`src/rtl/turing_pkg.sv`:
```
// Shared definitions for the unary-addition tape machine: loader states,
// cell symbols and the default tape length.
package turing_pkg;

    typedef enum logic [2:0] {
        IDLE  = 3'd0,
        LEAD  = 3'd1,
        RUN_A = 3'd2,
        SEP   = 3'd3,
        RUN_B = 3'd4,
        PAD   = 3'd5,
        DONE  = 3'd6
    } loader_state_e;

    localparam logic CELL_BLANK = 1'b0;
    localparam logic CELL_MARK  = 1'b1;

    localparam int TAPE_W_DEFAULT = 10;

endpackage

```
`src/rtl/unary_tape_loader.sv`:
```
// Serially builds the unary tape image of an operand pair, one cell per clock.
// Optional macro UNARY_TAPE_SUM_EN adds the tape_sum output (op_a+op_b).
module unary_tape_loader
    import turing_pkg::*;
#(
    parameter int TAPE_W = TAPE_W_DEFAULT,
    parameter int OP_W   = 4,
    localparam int SUM_W = $clog2(TAPE_W + 1),
    localparam int POS_W = $clog2(TAPE_W)
) (
    input  logic              clk,
    input  logic              rstn,
    input  logic              op_valid,
    output logic              op_ready,
    input  logic [OP_W-1:0]   op_a,
    input  logic [OP_W-1:0]   op_b,
    output logic [TAPE_W-1:0] tape,
    output logic              tape_valid,
    input  logic              tape_ack,
    output logic              ovf
`ifdef UNARY_TAPE_SUM_EN
    ,
    output logic [SUM_W-1:0]  tape_sum
`endif
);

    localparam logic [OP_W:0]    MAX_SUM  = (OP_W + 1)'(TAPE_W - 2);
    localparam logic [POS_W-1:0] LAST_POS = POS_W'(TAPE_W - 1);

    loader_state_e     state_r;
    logic [POS_W-1:0]  pos_r;
    logic [OP_W-1:0]   rem_a_r;
    logic [OP_W-1:0]   rem_b_r;
    logic [TAPE_W-1:0] tape_r;
    logic              tape_valid_r;
    logic              op_ready_r;
    logic              ovf_r;
    logic [OP_W:0]     sum_s;
    logic              fits_s;

    // Operand sum one bit wider than the operands so it cannot wrap.
    always_comb begin
        sum_s  = {1'b0, op_a} + {1'b0, op_b};
        fits_s = (sum_s <= MAX_SUM);
    end

`ifdef UNARY_TAPE_SUM_EN
    logic [SUM_W-1:0] sum_r;

    // Expected count of marks, captured when a legal pair is accepted.
    always_ff @(posedge clk or negedge rstn) begin
        if (!rstn) begin
            sum_r <= {SUM_W{1'b0}};
        end else if (state_r == IDLE && op_ready_r && op_valid && fits_s) begin
            sum_r <= SUM_W'(sum_s);
        end else begin
            sum_r <= sum_r;
        end
    end

    assign tape_sum = sum_r;
`endif

    // Loader FSM: accept/reject, one cell write per build state, hold in DONE.
    always_ff @(posedge clk or negedge rstn) begin
        if (!rstn) begin
            state_r      <= IDLE;
            pos_r        <= {POS_W{1'b0}};
            rem_a_r      <= {OP_W{1'b0}};
            rem_b_r      <= {OP_W{1'b0}};
            tape_r       <= {TAPE_W{1'b0}};
            tape_valid_r <= 1'b0;
            op_ready_r   <= 1'b0;
            ovf_r        <= 1'b0;
        end else begin
            ovf_r <= 1'b0;
            case (state_r)
                IDLE: begin
                    if (!op_ready_r) begin
                        op_ready_r <= 1'b1;
                    end else if (op_valid && fits_s) begin
                        rem_a_r    <= op_a;
                        rem_b_r    <= op_b;
                        tape_r     <= {TAPE_W{1'b0}};
                        pos_r      <= {POS_W{1'b0}};
                        op_ready_r <= 1'b0;
                        state_r    <= LEAD;
                    end else if (op_valid) begin
                        ovf_r <= 1'b1;
                    end
                end
                LEAD: begin
                    tape_r[pos_r] <= CELL_BLANK;
                    pos_r         <= pos_r + POS_W'(1);
                    state_r       <= (rem_a_r != {OP_W{1'b0}}) ? RUN_A : SEP;
                end
                RUN_A: begin
                    tape_r[pos_r] <= CELL_MARK;
                    pos_r         <= pos_r + POS_W'(1);
                    rem_a_r       <= rem_a_r - OP_W'(1);
                    if (rem_a_r == OP_W'(1)) begin
                        state_r <= SEP;
                    end
                end
                SEP: begin
                    tape_r[pos_r] <= CELL_BLANK;
                    pos_r         <= pos_r + POS_W'(1);
                    if (pos_r == LAST_POS) begin
                        state_r      <= DONE;
                        tape_valid_r <= 1'b1;
                    end else if (rem_b_r != {OP_W{1'b0}}) begin
                        state_r <= RUN_B;
                    end else begin
                        state_r <= PAD;
                    end
                end
                RUN_B: begin
                    tape_r[pos_r] <= CELL_MARK;
                    pos_r         <= pos_r + POS_W'(1);
                    rem_b_r       <= rem_b_r - OP_W'(1);
                    if (pos_r == LAST_POS) begin
                        state_r      <= DONE;
                        tape_valid_r <= 1'b1;
                    end else if (rem_b_r == OP_W'(1)) begin
                        state_r <= PAD;
                    end
                end
                PAD: begin
                    tape_r[pos_r] <= CELL_BLANK;
                    pos_r         <= pos_r + POS_W'(1);
                    if (pos_r == LAST_POS) begin
                        state_r      <= DONE;
                        tape_valid_r <= 1'b1;
                    end
                end
                DONE: begin
                    if (tape_ack) begin
                        tape_valid_r <= 1'b0;
                        op_ready_r   <= 1'b1;
                        state_r      <= IDLE;
                    end
                end
                default: begin
                    state_r      <= IDLE;
                    tape_valid_r <= 1'b0;
                    op_ready_r   <= 1'b0;
                end
            endcase
        end
    end

    assign op_ready   = op_ready_r;
    assign tape       = tape_r;
    assign tape_valid = tape_valid_r;
    assign ovf        = ovf_r;

endmodule
```
`config.mk`:
```
export PLATFORM = sky130hd
export DESIGN_NAME = unary_tape_loader
export DESIGN_NICKNAME = d
export VERILOG_FILES = /design/src/rtl/turing_pkg.sv /design/src/rtl/unary_tape_loader.sv
export SDC_FILE = /design/constraint.sdc
export NUM_CORES = 1
export LEC_CHECK = 0
export BUFFER_PORTS_ARGS = -buffer_cell sky130_fd_sc_hd__buf_2
export CAP_MARGIN = 0
export CORE_ASPECT_RATIO = 0.5
export CORE_UTILIZATION = 58
export DETAILED_ROUTE_END_ITERATION = 16
export GPL_TIMING_DRIVEN = 0
export HOLD_SLACK_MARGIN = 0.05
export PLACE_DENSITY = 0.86
export SLEW_MARGIN = 20
export SYNTH_ARGS = -nofsm -noshare
export SYNTH_HDL_FRONTEND = slang
export SYNTH_SLANG_ARGS = --single-unit
```
`constraint.sdc`:
```
create_clock -name clk -period 2.45 [get_ports clk]
set_clock_uncertainty 0.05 [all_clocks]
set_input_delay 0.49 -clock clk [delete_from_list [all_inputs] [get_ports clk]]
set_output_delay 0.49 -clock clk [all_outputs]
set_load 0.1 [all_outputs]
```
Word level (Yosys, flattened, before mapping):

Cells that the tools add are included.

* add/subtract/negate cells: 4
* $lt $le $gt $ge: 3
* equality and inequality tests: 16
* muxes and demuxes: 36
* bitwise operators: 5
* reduce and logical (&&, ||, !) cells: 21

Operators by type and width (count)
* $pmux W10 S3: 1
* $mux W4: 6
* $pmux W4 S2: 3
* $mux W3: 7
* $pmux W3 S7: 1
* $mux W10: 2
* $reduce_and A3 Y1: 5
* $mux W1: 12
* $and A10 B10 Y10: 1
* $ne A2 B2 Y1 const B: 5
* $not A10 Y10: 1
* $or A10 B10 Y10: 1
* $eq A3 B3 Y1 const B: 3
* $reduce_or A3 Y1: 3
* $eq A4 B1 Y1 const B: 2
* $reduce_bool A4 Y1: 2
* $sub A4 B1 Y4 const B: 2
* $eq A3 B2 Y1 const B: 2
* $pmux W1 S3: 2
* $reduce_and A6 Y1: 1
* $reduce_bool A2 Y1: 3
* $add A4 B4 Y5: 1
* $le A5 B4 Y1 const B: 1
* $lt A4 B5 Y1 const B: 1
* 15 further kinds: 17

* bits in registers: 28
* input port bits: 12
* output and inout bits: 13

Longest topological paths before layout:

* word-level depth: 7
* mapped depth: 8

Worst setup path after synthesis:

Ideal clock, no wire load.

* path kind: input to register
* start: in op_a[0]
* end: reg rem_a_r[1]
* arrival: 2.245 ns
* required time: 2.277 ns
* slack: 0.032 ns
* cell stages on the path: 7
* buffers on the path: 0
* path through: ha_1 -> fa_1 -> a21o_1 -> a2111oi_4 -> o21ai_4 -> nand2b_1 -> o221a_2

* word-level cells in the longest chain between the ends: 5

RTL lines
* start: declaration: line unary_tape_loader.sv:15 `input logic [OP_W-1:0] op_a,`
* $add A4 B4 Y5: line unary_tape_loader.sv:43 `sum_s = {1'b0, op_a} + {1'b0, op_b};`
* $le A5 B4 Y1: line unary_tape_loader.sv:44 `fits_s = (sum_s <= MAX_SUM);`
* $logic_and A1 B1 Y1: line unary_tape_loader.sv:81 `end else if (op_valid && fits_s) begin`
* $ne A2 B2 Y1 (no source line)
* $reduce_and A3 Y1 (no source line)
* end signal: assignment: line unary_tape_loader.sv:69 `rem_a_r <= {OP_W{1'b0}};`
* end signal: assignment: line unary_tape_loader.sv:82 `rem_a_r <= op_a;`
* end signal: assignment: line unary_tape_loader.sv:100 `rem_a_r <= rem_a_r - OP_W'(1);`
* end: declaration: line unary_tape_loader.sv:32 `logic [OP_W-1:0] rem_a_r;`

Every way passes these cells.
A chain may end at the register's enable or synchronous reset.

Worst setup path in the final report:

* start: in op_a[0]
* end: reg rem_a_r[2]

Same word-level chain as after synthesis.

==> impl_metrics.py <==
metrics = {
    "drt": {
        "vias": 1864,
        "wl_mm": 4.72,
        "drc": 3,
        "ant_nets": 0,
        "drt-initial-drc-count": 213,
        "viasPerCell": 6.19,
        "first_pass_iters": 11,
        "post_drt_wl_per_cell_um": 15.7,
    },
    "global_routing": {
        "grtUsageTotal_pct": 27.6,
        "grt_pass1_vias": 1694,
        "grtUsageMet3_pct": 5.14,
        "grt_pass1_wl_mm": 7.80,
        "grt_start_max_net_pins": 29,
        "grt_busiest_layer": "met2",
        "grt.met1_usage_pct": 35.3,
        "met2_usage_pct": 48.1,
        "antenna_found_initial": 0,
        "grt.overflow.total": 0,
    },
    "layout": {
        "layout_common_cells": "28 x dfrtp_1, 26 x buf_2, 25 x nor2_1",
        "final_cell_area_mm2": 0.00227,
        "final_layout_size_suffix_gt1_share_pct": 18.8,
        "layout.nets": 289,
        "syn_to_final_growth_pct": 13.9,
        "fill_cells": 250,
        "antennaDiodeCount": 0,
        "layout_commonest_cell": "dfrtp_1",
        "instances_no_fill": 301,
    },
    "placement": {
        "place_area_mm2": 0.00216,
        "place_hpwl_mm": 3.39,
        "portBuffers": 24,
        "placed_cells": 293,
        "gp_congestion": 0.901,
    },
    "clock_tree": {
        "postCtsHoldBufs": 0,
        "clock_sinks": 28,
        "cts_tree": "built",
        "cts_buffers": 3,
        "clock_latency_ns": 0.29,
        "clk_pin_slew_ns": 0.10,
        "cts_buffer_depth": 2,
        "h-tree-depth": 1,
        "cts_root_buf": "clkbuf_8",
    },
    "run": {
        "drv_cap": 0,
    },
    "sta": {
        "fmax_ghz": 0.418,
        "hold_viol": 0,
        "maxSlewViolCount": 0,
        "period_share_pct": 97.7,
        "finalSetupViolCount": 0,
        "period_needed_ns": 2.39,
        "tightest_slew_ns": 0.783,
        "timing.hold.ws_ns": 0.152,
        "relSlewSlack_pct": 47.1,
        "setup-tns-final_ns": 0,
    },
    "status": {
        "violations": "DRC",
        "status": "finished with violations",
    },
    "min_path": {
        "hp-class": "primary input to asynchronous set/reset pin",
    },
    "floorplanning": {
        "die_x_um": 84.9,
        "rows": 14,
        "initial_core_util_pct": 63.5,
        "coreArea_mm2": 0.00314,
        "io_pins": 25,
        "die_y_um": 43.4,
        "dieArea_mm2": 0.00368,
    },
    "synth": {
        "syn_nets": 256,
        "syn-cell-area_mm2": 0.00199,
        "yosys.area.top_type": "dfrtp_1",
        "async_reset_ff_share_pct": 100,
        "ys_seq_area_share_pct": 35.2,
        "synth_cell_types": 49,
        "avgSynthCellArea_um2": 8.69,
        "ys.flop_type": "dfrtp_1",
        "synth_top_area_share_pct": 35.2,
        "ys_warn_count": 0,
        "synth_edf_count": 0,
        "ys_ff_latch": 28,
        "syn_inst": 229,
        "yosys-top-cells-area": "dfrtp_1 35%, ha_1 8.8%, a21oi_1 4.8%",
    },
    "setup_path": {
        "startpoint": "op_a[0]",
        "r2r_cells": 6,
        "worstSetupPathType": "primary input to flop",
        "crit-reg2reg-capture": "rem_b_r[0]",
        "r2r_start": "state_r[2]",
        "cp-endpoint": "rem_a_r[2]",
        "ff2ff_setup_slack_ns": 0.39,
        "cp_max_fo": 6,
        "arrival_ns": 2.53,
        "cp.required_ns": 2.58,
        "crit_path_end_kind": "flop",
        "startpoint_type": "primary input",
    },
}
[area by class of cell]
type | count | area [µm²] | share of cell area (%)
Timing Repair Buffer | 28 | 150 | 6.62
Tap cell | 40 | 50.0 | 2.21
Sequential cell | 28 | 701 | 30.9
Inverter | 13 | 48.8 | 2.15
Clock inverter | 1 | 30.0 | 1.32
Multi-Input combinational cell | 176 | 1190 | 52.5
Clock buffer | 3 | 41.3 | 1.82
Buffer | 12 | 55.1 | 2.43
[metrics by stage]
step	setup slack [ns]	utilization (%)
CTS	0.0475	71.2
detailed placement	-0.256	68.9
global route	-0.0160	72.3
global placement	-0.214	68.9
floorplan	0.0323	-
finish	0.0555	72.3
[flip-flops by register name, summed over array words and instances (netlist names)]
name        flops
op_ready        1
ovf             1
pos_r           4
rem_a_r         4
rem_b_r         4
state_r         3
tape           10
tape_valid      1
[critical path: stages]
cell and delay, ns:
buf_2 0.11, ha_1 0.23, fa_1 0.41, xnor2_1 0.14, a221o_2 0.37, buf_4 0.16, o21ai_4 0.21, nand2b_1 0.13
o221a_2 0.26
[worst min path at each step]
stage                           from    endpoint  slack [ns]  depth (start not counted)
after detailed placement     tape[2]     tape[2]        0.47                          2
after global placement    tape_valid  tape_valid        0.46                          2
after CTS                       rstn     tape[5]        0.18                          1
after global routing            rstn     tape[5]        0.20                          1
after floorplan                 rstn    op_ready        0.14                          0
final                           rstn     tape[5]        0.15                          1
[metal layers]
layer	up-vias	wire, µm
met1	884	2190
met4	0	88
met2	71	2190
met5	-	0
met3	11	253
li1	898	-
[what timing repair did]
item	CTS	global route
setup buffers	0	4
resized for setup	0	1
setup endpoints to repair	0	9
[cells by family after synthesis]
logic type               after synthesis  share of synthesized area, %
adder cells (fa/ha/maj)               15                          9.81
buffers and inverters                 25                          5.22
XOR/XNOR                               2                         0.880
AND/OR/NAND/NOR                       85                          20.5
multiplexers                           5                          2.51
AO/OA/AOI/OAI                         69                          25.9
flip-flops                            28                          35.2
[synth_stat cells, types with 2 or more instances]
master and count:
o21ai_0 8, clkbuf_1 7, nand4_1 2, xnor2_1 2
o221a_2 3, a221oi_1 3, ha_1 14, nor4b_1 2
inv_1 13, nand2b_1 2, o31a_2 2, nor4_1 2
nor2_1 25, mux2i_1 5, a211oi_1 3, dfrtp_1 28
nor3_1 9, a31oi_1 2, o211ai_1 4, o31ai_1 4
and3b_1 2, nand3b_1 3, nand3_1 8, buf_1 2
o2bb2ai_1 2, a21o_1 3, nand2_1 22, o21ai_4 2
buf_2 2, o22ai_1 6, a21oi_1 19
Power is left out: the tool's default activity adds up to more than one toggle a clock period on the data nets, which glitch-free logic cannot reach.
